<file path="config.mk">
export PLATFORM = sky130hd
export DESIGN_NAME = cam_add_sequencer_flat
export DESIGN_NICKNAME = d
export VERILOG_FILES = /design/src/rtl/cam_add_sequencer_if.sv /design/src/rtl/cam_add_sequencer.sv /design/src/flat_wrapper.sv
export SDC_FILE = /design/constraint.sdc
export NUM_CORES = 1
export LEC_CHECK = 0
export ABC_AREA = 0
export CELL_PAD_IN_SITES_DETAIL_PLACEMENT = 1
export CELL_PAD_IN_SITES_GLOBAL_PLACEMENT = 1
export CORE_MARGIN = 2
export CORE_UTILIZATION = 33
export CTS_CLUSTER_SIZE = 28
export DETAILED_ROUTE_END_ITERATION = 10
export PLACE_DENSITY_LB_ADDON = 0.1
export SETUP_SLACK_MARGIN = 0.5
export SLEW_MARGIN = 25
export SYNTH_ARGS = -nofsm -noshare
export SYNTH_HDL_FRONTEND = slang
export SYNTH_SLANG_ARGS = --single-unit
</file>
<file path="constraint.sdc">
create_clock -name clk -period 2.7 [get_ports clk]
set_input_delay 0.27 -clock clk [delete_from_list [all_inputs] [get_ports clk]]
set_output_delay 0.27 -clock clk [all_outputs]
set_load 0.01 [all_outputs]
</file>
<file path="src/rtl/cam_add_sequencer_if.sv">
// Request/response handshake bundle for the CAM-lookup adder sequencer.
interface cam_add_sequencer_if #(
  parameter int unsigned WIDTH = 4
);
  logic             in_valid;
  logic             in_ready;
  logic [WIDTH-1:0] a;
  logic [WIDTH-1:0] b;
  logic             cin;
  logic             out_valid;
  logic             out_ready;
  logic [WIDTH-1:0] sum;
  logic             cout;

  modport master (
    output in_valid, a, b, cin, out_ready,
    input  in_ready, out_valid, sum, cout
  );

  modport slave (
    input  in_valid, a, b, cin, out_ready,
    output in_ready, out_valid, sum, cout
  );
endinterface

</file>
<file path="src/rtl/cam_add_sequencer.sv">
// Sequenced CAM-table adder: ripples one operand bit per cycle through a programmable
// 8-entry {a,b,c} -> {carry,sum} table and returns the result over a valid/ready handshake.
module cam_add_sequencer #(
   parameter int unsigned WIDTH    = 4,
   parameter int unsigned NUM_CELL = 8
) (
   input  logic        clk,
   input  logic        rst,
   input  logic        cfg_we,
   input  logic [2:0]  cfg_addr,
   input  logic [1:0]  cfg_data,
   output logic        cfg_err,
   output logic        tbl_ready,
   output logic        busy,
   output logic [15:0] op_count,
   cam_add_sequencer_if.slave io
);

   localparam int unsigned IdxW = (WIDTH > 1) ? $clog2(WIDTH) : 1;
   localparam logic [IdxW-1:0] LastIdx = IdxW'(WIDTH - 1);

   typedef enum logic [1:0] {StIdle, StRun, StDone} state_e;

   state_e                state_q, state_d;
   logic [1:0]            tbl_q [NUM_CELL];
   logic [1:0]            tbl_d [NUM_CELL];
   logic [NUM_CELL-1:0]   mask_q, mask_d;
   logic [WIDTH-1:0]      a_q, a_d, b_q, b_d;
   logic [WIDTH-1:0]      sum_q, sum_d;
   logic                  carry_q, carry_d;
   logic [IdxW-1:0]       idx_q, idx_d;
   logic [WIDTH-1:0]      res_sum_q, res_sum_d;
   logic                  res_cout_q, res_cout_d;
   logic                  cfg_err_q, cfg_err_d;
   logic [15:0]           op_count_q, op_count_d;
   logic [2:0]            key;
   logic [1:0]            ent;

   always_comb begin
      state_d    = state_q;
      tbl_d      = tbl_q;
      mask_d     = mask_q;
      a_d        = a_q;
      b_d        = b_q;
      sum_d      = sum_q;
      carry_d    = carry_q;
      idx_d      = idx_q;
      res_sum_d  = res_sum_q;
      res_cout_d = res_cout_q;
      cfg_err_d  = 1'b0;
      op_count_d = op_count_q;
      key        = 3'b000;
      ent        = 2'b00;
      unique case (state_q)
         StIdle: begin
            if (cfg_we) begin
               tbl_d[cfg_addr]  = cfg_data;
               mask_d[cfg_addr] = 1'b1;
            end
            // Acceptance uses the pre-edge mask; the first lookup sees the post-write table.
            if (io.in_valid && tbl_ready) begin
               a_d     = io.a;
               b_d     = io.b;
               carry_d = io.cin;
               idx_d   = '0;
               sum_d   = '0;
               state_d = StRun;
            end
         end
         StRun: begin
            cfg_err_d    = cfg_we;
            key          = {a_q[idx_q], b_q[idx_q], carry_q};
            ent          = tbl_q[key];
            sum_d[idx_q] = ent[0];
            carry_d      = ent[1];
            if (idx_q == LastIdx) begin
               res_sum_d  = sum_d;
               res_cout_d = ent[1];
               state_d    = StDone;
            end else begin
               idx_d = idx_q + IdxW'(1);
            end
         end
         StDone: begin
            cfg_err_d = cfg_we;
            if (io.out_ready) begin
               op_count_d = op_count_q + 16'd1;
               state_d    = StIdle;
            end
         end
         default: state_d = StIdle;
      endcase
   end

   always_ff @(posedge clk or negedge rst) begin
      if (!rst) begin
         state_q    <= StIdle;
         for (int i = 0; i < NUM_CELL; i++) tbl_q[i] <= 2'b00;
         mask_q     <= '0;
         a_q        <= '0;
         b_q        <= '0;
         sum_q      <= '0;
         carry_q    <= 1'b0;
         idx_q      <= '0;
         res_sum_q  <= '0;
         res_cout_q <= 1'b0;
         cfg_err_q  <= 1'b0;
         op_count_q <= 16'd0;
      end else begin
         state_q    <= state_d;
         tbl_q      <= tbl_d;
         mask_q     <= mask_d;
         a_q        <= a_d;
         b_q        <= b_d;
         sum_q      <= sum_d;
         carry_q    <= carry_d;
         idx_q      <= idx_d;
         res_sum_q  <= res_sum_d;
         res_cout_q <= res_cout_d;
         cfg_err_q  <= cfg_err_d;
         op_count_q <= op_count_d;
      end
   end

   assign tbl_ready    = &mask_q;
   assign io.in_ready  = (state_q == StIdle) && tbl_ready;
   assign io.out_valid = (state_q == StDone);
   assign io.sum       = res_sum_q;
   assign io.cout      = res_cout_q;
   assign busy         = (state_q != StIdle);
   assign cfg_err      = cfg_err_q;
   assign op_count     = op_count_q;

endmodule

</file>
<file path="src/flat_wrapper.sv">
// flat-port wrapper written by rule: the top's interface ports become plain ports
module cam_add_sequencer_flat 
#(
   parameter int unsigned WIDTH    = 4,
   parameter int unsigned NUM_CELL = 8
)
  (clk, rst, cfg_we, cfg_addr, cfg_data, cfg_err, tbl_ready, busy, op_count, io_in_valid, io_a, io_b, io_cin, io_out_ready, io_in_ready, io_out_valid, io_sum, io_cout);
  cam_add_sequencer_if #(.WIDTH(WIDTH)) io_i ();
  input  logic clk;
  input  logic rst;
  input  logic cfg_we;
  input  logic [2:0] cfg_addr;
  input  logic [1:0] cfg_data;
  output logic cfg_err;
  output logic tbl_ready;
  output logic busy;
  output logic [15:0] op_count;
  input wire logic [$bits(io_i.in_valid)-1:0] io_in_valid;
  input wire logic [$bits(io_i.a)-1:0] io_a;
  input wire logic [$bits(io_i.b)-1:0] io_b;
  input wire logic [$bits(io_i.cin)-1:0] io_cin;
  input wire logic [$bits(io_i.out_ready)-1:0] io_out_ready;
  output wire logic [$bits(io_i.in_ready)-1:0] io_in_ready;
  output wire logic [$bits(io_i.out_valid)-1:0] io_out_valid;
  output wire logic [$bits(io_i.sum)-1:0] io_sum;
  output wire logic [$bits(io_i.cout)-1:0] io_cout;
  assign io_i.in_valid = io_in_valid;
  assign io_i.a = io_a;
  assign io_i.b = io_b;
  assign io_i.cin = io_cin;
  assign io_i.out_ready = io_out_ready;
  assign io_in_ready = io_i.in_ready;
  assign io_out_valid = io_i.out_valid;
  assign io_sum = io_i.sum;
  assign io_cout = io_i.cout;
  cam_add_sequencer #(.WIDTH(WIDTH), .NUM_CELL(NUM_CELL)) u_core (.clk(clk), .rst(rst), .cfg_we(cfg_we), .cfg_addr(cfg_addr), .cfg_data(cfg_data), .cfg_err(cfg_err), .tbl_ready(tbl_ready), .busy(busy), .op_count(op_count), .io(io_i));
endmodule
</file>
---- After elaboration in Yosys (flattened, before gate mapping) ----
Index checks and enable logic that the tools add are counted.
cells by class
  add/subtract/negate cells ............... 2
  muxes and demuxes ....................... 27
  reductions and logical operators ........ 17
  magnitude comparators ................... 7
  bitwise gates (word level) .............. 3
  equal/unequal tests ..................... 7
operators by type and width
  operator                                                   number
  adder 16 x 1 -> 16 bit (second input constant)             1
  bitwise mux 16 bit                                         1
  2-to-1 mux 2 bit                                           8
  AND reduction 2 bit                                        5
  greater-or-equal comparator 4 bit (second input constant)  2
  inverter 3 -> 4 bit                                        2
  bitwise OR 8 bit                                           1
  case mux 4 bit (2 select lines)                            1
  AND reduction 8 bit                                        1
  binary-select mux 2 bit (select 3 bit)                     1
  demux 2 bit (select 3 bit)                                 1
  2-to-1 mux 1 bit                                           6
  case mux 2 bit (3 select lines)                            1
  AND reduction 3 bit                                        2
  logical AND 1 bit                                          5
  binary-select mux 1 bit (select 2 bit)                     2
  bitwise mux 4 bit                                          1
  equality test 2 bit (second input constant)                2
  < comparator 3 x 4 -> 1 bit (second input constant)        1
  < comparator 4 x 1 -> 1 bit (second input constant)        1
  2-to-1 mux 4 bit                                           1
  != test 2 x 1 -> 1 bit (second input constant)             2
  != test 2 bit (second input constant)                      2
  case mux 2 bit (2 select lines)                            1
  11 further kinds                                           12
word-level totals
  logic and storage cells ................. 82
  bits in registers ....................... 63
  output and inout port bits .............. 26
  input port bits ......................... 19

---- Longest topological paths before layout ----
Gate-level depths: netlist of the first run.
  depth after elaboration ................. 8
  depth in mapped cells ................... 7
  mapped depth without buffers ............ 7

---- Worst setup path before layout of the first run ----
OpenSTA, ideal clock, no wires.
  kind .................................... reg2reg
  start ................................... reg u_core.state_q[0]
  end ..................................... reg u_core.a_q[0]
  period minus slack after synthesis ...... 1883 ps
  arrival time ............................ 1758 ps
  required time ........................... 2575 ps
  slack ................................... 817 ps
  cell stages (with the launch flop) ...... 7
  setup time .............................. 125 ps
  buffers on the path ..................... 0
  path through ............................ dfrtp_1 inv_1 ha_1 inv_1 nor3_1 nand2_1 mux2_2
on the way
  cells in the longest elaborated chain, start to end .. 2
ends and longest elaborated chain
  item                           line                      source
  start, declared                cam_add_sequencer.sv:24   state_e state_q, state_d;
  start signal, assigned         cam_add_sequencer.sv:97   state_q <= StIdle;
  start signal, assigned         cam_add_sequencer.sv:110  state_q <= state_d;
  zero test 2 bit                cam_add_sequencer.sv:54   unique case (state_q)
  AND reduction 2 bit (no line)  n/a
  end signal, assigned           cam_add_sequencer.sv:100  a_q <= '0;
  end signal, assigned           cam_add_sequencer.sv:113  a_q <= a_d;
  end, declared                  cam_add_sequencer.sv:28   logic [WIDTH-1:0] a_q, a_d, b_q, b_d;
No other way between the ends.
A chain may end at the register's enable or synchronous reset.

---- Worst setup path in the final report of the first run ----
  start ................................... reg u_core.state_q[0]
  end ..................................... out io_in_ready
on the way
  cells in the longest elaborated chain, start to end .. 2
ends and longest elaborated chain
  item               line                      source
  zero test 2 bit    cam_add_sequencer.sv:126  assign io.in_ready = (state_q == StIdle) && tbl_ready;
  logical AND 1 bit  cam_add_sequencer.sv:126
  end, declared      flat_wrapper.sv:23        output wire logic [$bits(io_i.in_ready)-1:0] io_in_ready;
No other way between the ends.

==> flow_summary.toml, run 1 <==
[run_status]
outcome = "complete, no violations"

[clock_tree]
cts_tree = "built"
cts.sinks = 62
clk_latency_ns = 0.35
numCtsBuffers = 9
htreeDepth = 3
clock-root-buffer = "clkbuf_8"
postCtsSetupBuffers = 0
clkTransAtPathRegs_ns = 0.08
cts_buffer_depth = 2

[route]
ant_nets = 0
firstDrtPassIters = 4
drtIter0Drc = 44
post-route-drc-count = 0
vias = 1871
routed_wl_mm = 5.95
wire_per_inst_um = 15.2
via_per_inst = 4.79

[synth]
ys_ff_latch = 62
syn-num-nets = 256
synthDistinctLibCells = 32
synth_area_um2 = 2820
ys_seq_area_share_pct = 55.0
synthFlopType = "dfrtp_1"
synth_top_cell_area_share_pct = 55.0
synth_common_cells = "62 x dfrtp_1, 26 x mux2_2, 18 x nor2_1, 14 x nand2_1, 11 x xnor2_1"
synth_area_leaders = "dfrtp_1 55%, mux2_2 10%, mux4_1 4.7%"
synth_warnings = 0
synthCells = 228
synthArstFlopShare_pct = 100
yosys.area.top_type = "dfrtp_1"
syn_area_per_cell_um2 = 12.4
synth-edff-count = 0
synth.most_common_cell = "dfrtp_1"

[final_layout]
drive_above_1_share_pct = 18.2
fillCellCount = 911
multi_input_area_um2 = 1220
nets = 309
diodes = 0
seqCellArea_um2 = 1550
areaGrowthSynthToFinish_pct = 26.6

[grt]
grt_pass1_wl_mm = 9.93
grt_overflow = 0
antenna_found_initial = 0
grt_max_degree = 63
track_usage_pct = 14.6
first_global_vias = 1954

[timing]
slew_viol_final = 0
fin_worst_skew_ns = 0.0141
period_minus_slack_ns = 2.03
tightest_slew_ns = 0.430
min_period_over_period_pct = 75.2
slew_headroom_pct = 71.1
hold_violations = 0
final.setup.tns_ns = 0
rsz0062_at_grt = "false"
fmax_mhz = 493
final-setup-viol-count = 0
hold_ws_ns = 0.442

[setup_path]
cp-end-kind = "output pin"
crit_family = "buffers and inverters"
critPathKind = "register to output pin"
critPathBufInv = 3
r2r_setup_slack_ns = 0.68
crit_fanout = 5
crit_path_frequent_cell = "inv_1"
path_cells = "inv_1 > ha_2 > inv_1 > nor3_1 > dlygate4sd2_1"
crit_path_max_incr_delay_ns = 0.39
start_kind = "register"
slowest_stage = "dfrtp_1"
cp.arrival_ns = 1.76
worst-endpoint-required_ns = 2.43

[placement]
gp_congestion = 0.751
place_hpwl_mm = 4.37
io_buffers = 44

[min_path]
hp-class = "input port to async pin"

[floorplan]
dieArea_um2 = 9310
initial_core_util_pct = 34.2
rows = 33
core_area_um2 = 8260
io_pins = 45
die_x_um = 96.5
die_h_um = 96.5

[power]
p_leak_nw = 1.55
ir_drop_uv = 322
p_per_area_nw_per_um2 = 984

[job]
drv_cap = 0
==> cells by family (layout without fill, tap and decap cells) <==
kind of cell             after synthesis  count (layout)  share of synthesized area [%]
AO/OA/AOI/OAI                         23              23                           4.83
AND/OR/NAND/NOR                       69              69                           12.0
flip-flops                            62              62                           55.0
XOR/XNOR                              15              15                           4.66
buffers and inverters                 13              71                           1.73
multiplexers                          37              37                           17.8
adder cells (fa/ha/maj)                9               9                           3.99
==> per-layer routing <==
metal | track usage [%] | vias to the layer above | wire length, um
li1 | - | 904 | -
met1 | 18.5 | 925 | 2770
met2 | 23.3 | 32 | 2840
met3 | 3.80 | 10 | 219
met4 | 7.04 | 0 | 119
met5 | 0 | - | 0
==> registers in the layout, indices dropped and copies added, names as in the netlist <==
register / cells
u_core.io.sum: 4
u_core.tbl_q: 16
u_core.op_count: 16
u_core.cfg_err: 1
u_core.idx_q: 2
u_core.io.cout: 1
u_core.carry_q: 1
u_core.sum_q: 3
u_core.state_q: 2
u_core.mask_q: 8
u_core.a_q: 4
u_core.b_q: 4
==> area by class of cell <==
type | instances | share of cell area [%]
repair buffers | 46 | 13.0
inverters | 9 | 0.946
clock buffers | 12 | 4.06
multi-input cells | 153 | 34.3
flip-flops and latches | 62 | 43.4
well taps | 105 | 3.68
clock inverters | 4 | 0.630
==> worst paths after layout <==
path                                    from  depth (start not counted)                   to
max                        u_core.state_q[0]                          5          io_in_ready
min                                      rst                          3     u_core.io.sum[2]
max reg2reg                  u_core.idx_q[0]                          5     u_core.io.sum[1]
min reg2reg                 u_core.mask_q[7]                          1     u_core.mask_q[7]
max in group asynchronous                rst                          3  u_core.op_count[15]
min in group clk            u_core.mask_q[7]                          1     u_core.mask_q[7]
==> worst reg2reg max path, stage by stage (launching register included) <==
cell and delay [ns]:
dfrtp_1 0.50, mux4_2 0.60, mux4_1 0.26, mux2_4 0.32
mux2i_1 0.15, a21oi_1 0.08
==> per-stage QoR <==
stage / power (mW) / cells / setup slack (ns) / utilization [%] / area (um2)
after floorplan: 2.35 / 228 / 0.817 / - / 2820
after global placement: 2.82 / 374 / 0.663 / 41.1 / 3390
after detailed placement: 2.85 / 374 / 0.665 / 41.1 / 3390
after CTS: 3.58 / 391 / 0.633 / 43.3 / 3570
after global routing: 3.80 / 391 / 0.502 / 43.3 / 3570
final: 3.52 / 391 / 0.670 / 43.3 / 3570
==> power breakdown <==
part	internal, mW	leakage (nW)	total [mW]	switching [mW]
Combinational	0.736	0.692	1.36	0.620
Clock	0.354	0.0861	0.715	0.362
Sequential	1.24	0.774	1.44	0.203
Total	2.33	1.55	3.52	1.18
==> repair_timing <==
action                     in CTS  in global routing
hold endpoints to repair       62                  0
setup endpoints to repair       1                  0
hold buffers                    1                  0
gates resized for setup         2                  0
==> cell usage in the layout, fill, tap and decap left out, types with 2 or more instances in the layout <==
cell             synthesis  final
dfrtp_1                 62     62
clkdlybuf4s50_1          0     42
mux2_2                  26     26
nor2_1                  18     18
nand2_1                 14     14
xnor2_1                 11     11
clkbuf_8                 0     10
nand3_1                  9      9
inv_1                    8      8
o21ai_0                  8      8
ha_1                     9      8
a21oi_1                  7      7
or2_2                    6      6
nand4_1                  5      5
mux4_1                   5      5
nor3_1                   4      4
mux2i_1                  4      4
nand2b_1                 4      4
xor2_1                   4      4
and3_1                   3      3
clkinv_2                 0      3
and2_1                   2      2
a22oi_1                  2      2
o22ai_1                  2      2
or3_1                    2      2
clkbuf_1                 4      2
No activity file was read; power rests on OpenSTA's default activity.
==> run 2: changes to the inputs <==
==> constraint.sdc (replaced) <==
create_clock -name clk -period 1.79 [get_ports clk]
set_input_delay 0.179 -clock clk [delete_from_list [all_inputs] [get_ports clk]]
set_output_delay 0.179 -clock clk [all_outputs]
set_load 0.01 [all_outputs]
==> run 2 against run 1 <==
Compared with the run above:
- the flow now finishes with violations (setup timing)
- register-to-register slack worse by 0.75 ns
- sequential power is 51% higher
- clock power is 83% higher
- routed wire length is 23% higher
- flip-flop and latch count stayed put
- critical path type is now register to register
==> flow_summary.toml, run 2 (same netlist as run 1, synthesis figures left out) <==
[setup_path]
worst-endpoint-required_ns = 2.02
cp-endpoint = "u_core.io.sum[2]"
cp-startpoint = "u_core.idx_q[0]"
start_kind = "register"
critPathKind = "register to register"
timing.rr.start = "u_core.idx_q[0]"
r2r_setup_slack_ns = -0.07
r2r-end = "u_core.io.sum[2]"
rr_worst_depth = 5
cp-end-kind = "register"
crit_fanout = 5
cp.arrival_ns = 2.09

[floorplan]
rows = 33
die_h_um = 96.5
io_pins = 45
dieArea_um2 = 9310
initial_core_util_pct = 34.2
core_area_um2 = 8260
die_x_um = 96.5

[placement]
io_buffers = 44
gp_congestion = 0.776
place_hpwl_mm = 4.62
placed_cells = 390

[timing]
min_period_over_period_pct = 104
fin_ws_ns = -0.0746
fin_worst_skew_ns = 0.00901
final-setup-viol-count = 7
hold_violations = 0
slew_headroom_pct = 74.8
rsz0062_at_grt = "true"
period_minus_slack_ns = 1.86
fmax_mhz = 536
tightest_slew_ns = 0.378
final.setup.tns_ns = -0.350
slew_viol_final = 0

[run_status]
violations = "setup timing"
outcome = "complete, but fails checks"

[route]
vias = 2186
ant_nets = 0
drtIter0Drc = 50
routed_wl_mm = 7.34
post-route-drc-count = 0
wire_per_inst_um = 16.2
via_per_inst = 4.84
firstDrtPassIters = 4

[grt]
grt_max_degree = 63
track_usage_pct = 17.3
grt_pass1_wl_mm = 11.8
first_global_vias = 2238
grt_overflow = 0
antenna_found_initial = 0

[final_layout]
final_cells = 452
diodes = 0
nets = 371
layout_commonest_cell = "dfrtp_1"
post-route-util_pct = 55.0
areaGrowthSynthToFinish_pct = 60.9
drive_above_1_share_pct = 47.8
final_cell_mix = "58 x dfrtp_1, 38 x buf_4, 26 x mux2_4"

[min_path]
hp-class = "input port to async pin"

[clock_tree]
clk_latency_ns = 0.35
clock-root-buffer = "clkbuf_8"
cts.sinks = 62
numCtsBuffers = 9
cts_buffer_depth = 2
htreeDepth = 3
clkTransAtPathRegs_ns = 0.07
cts_tree = "built"

[power]
p_per_area_nw_per_um2 = 1500
p_leak_nw = 2.18
ir_drop_uv = 628

[job]
drv_cap = 0
## run 2: changes by cell type in the layout (fill, tap and decap cells not counted), sizes merged
| cell | previous run | this run |
|---|---|---|
| buf | 2 | 69 |
| bufinv | 0 | 1 |
| clkdlybuf4s50 | 42 | 17 |
| clkinv | 4 | 2 |
| dlygate4sd2 | 1 | 21 |
## run 2: through the flow
step / hold WS [ns] / power (mW) / setup WS (ns) / area (um2)
after global placement: 0.220 / 4.71 / -0.0368 / 3710
after floorplan: -0.117 / 3.76 / -0.0230 / 3020
after CTS: 0.383 / 6.64 / -0.0979 / 4320
after global routing: 0.404 / 7.25 / -0.152 / 4540
after detailed placement: 0.223 / 4.76 / -0.0902 / 3710
final: 0.354 / 6.81 / -0.0746 / 4540
## run 2: power breakdown
group | switching, mW | leakage, nW | internal, mW
clock | 0.568 | 0.104 | 0.747
sequential | 0.304 | 0.768 | 1.88
combinational | 1.39 | 1.31 | 1.93
total | 2.26 | 2.18 | 4.56
## run 2: timing repair
action / in CTS / in global routing
endpoints found under the hold margin: 62 / 0
hold buffers: 1 / 0
resized for setup: 95 / 21
setup buffers: 30 / 16
endpoints found under the setup margin: 83 / 64
pin swaps: 23 / 19
## run 2: metal layers
metal | wire, um | track usage, % | up-vias
met4 | 157 | 8.45 | 0
met1 | 3380 | 22.7 | 1103
met5 | 0 | 0 | -
met2 | 3600 | 27.6 | 37
li1 | - | - | 1034
met3 | 207 | 3.34 | 12
## run 2: worst min path at each step
stage | endpoint | startpoint | slack, ns
after floorplan | u_core.a_q[0] | rst | -0.12
after global placement | u_core.io.sum[2] | rst | 0.22
after detailed placement | u_core.io.sum[1] | rst | 0.22
after CTS | u_core.io.sum[1] | rst | 0.38
after global routing | u_core.sum_q[2] | rst | 0.40
final | u_core.io.sum[1] | rst | 0.35
## run 2: area by class of cell
class	instances	area (um2)
timing repair buffer	108	1010
inverter	9	40.0
clock buffer	12	165
multi-input combinational	153	1600
tap	105	131
fill	858	3720
sequential	62	1560
clock inverter	3	42.5
## run 2: critical path, cell delays in order (launching register included)
cell and delay, ns:
dfrtp_2 0.38, mux4_2 0.55, mux4_1 0.26, mux2_4 0.32, mux2i_1 0.15, a21oi_1 0.08
==> run 3: changes to the inputs <==
--- a/config.mk
+++ b/config.mk
@@ -10,7 +10,6 @@
 export CELL_PAD_IN_SITES_GLOBAL_PLACEMENT = 1
 export CORE_MARGIN = 2
 export CORE_UTILIZATION = 33
-export CTS_CLUSTER_SIZE = 28
 export DETAILED_ROUTE_END_ITERATION = 10
 export PLACE_DENSITY_LB_ADDON = 0.1
 export SETUP_SLACK_MARGIN = 0.5
==> results of run 3 <==
Final layout, timing and power as in run 2 (identical DEF).
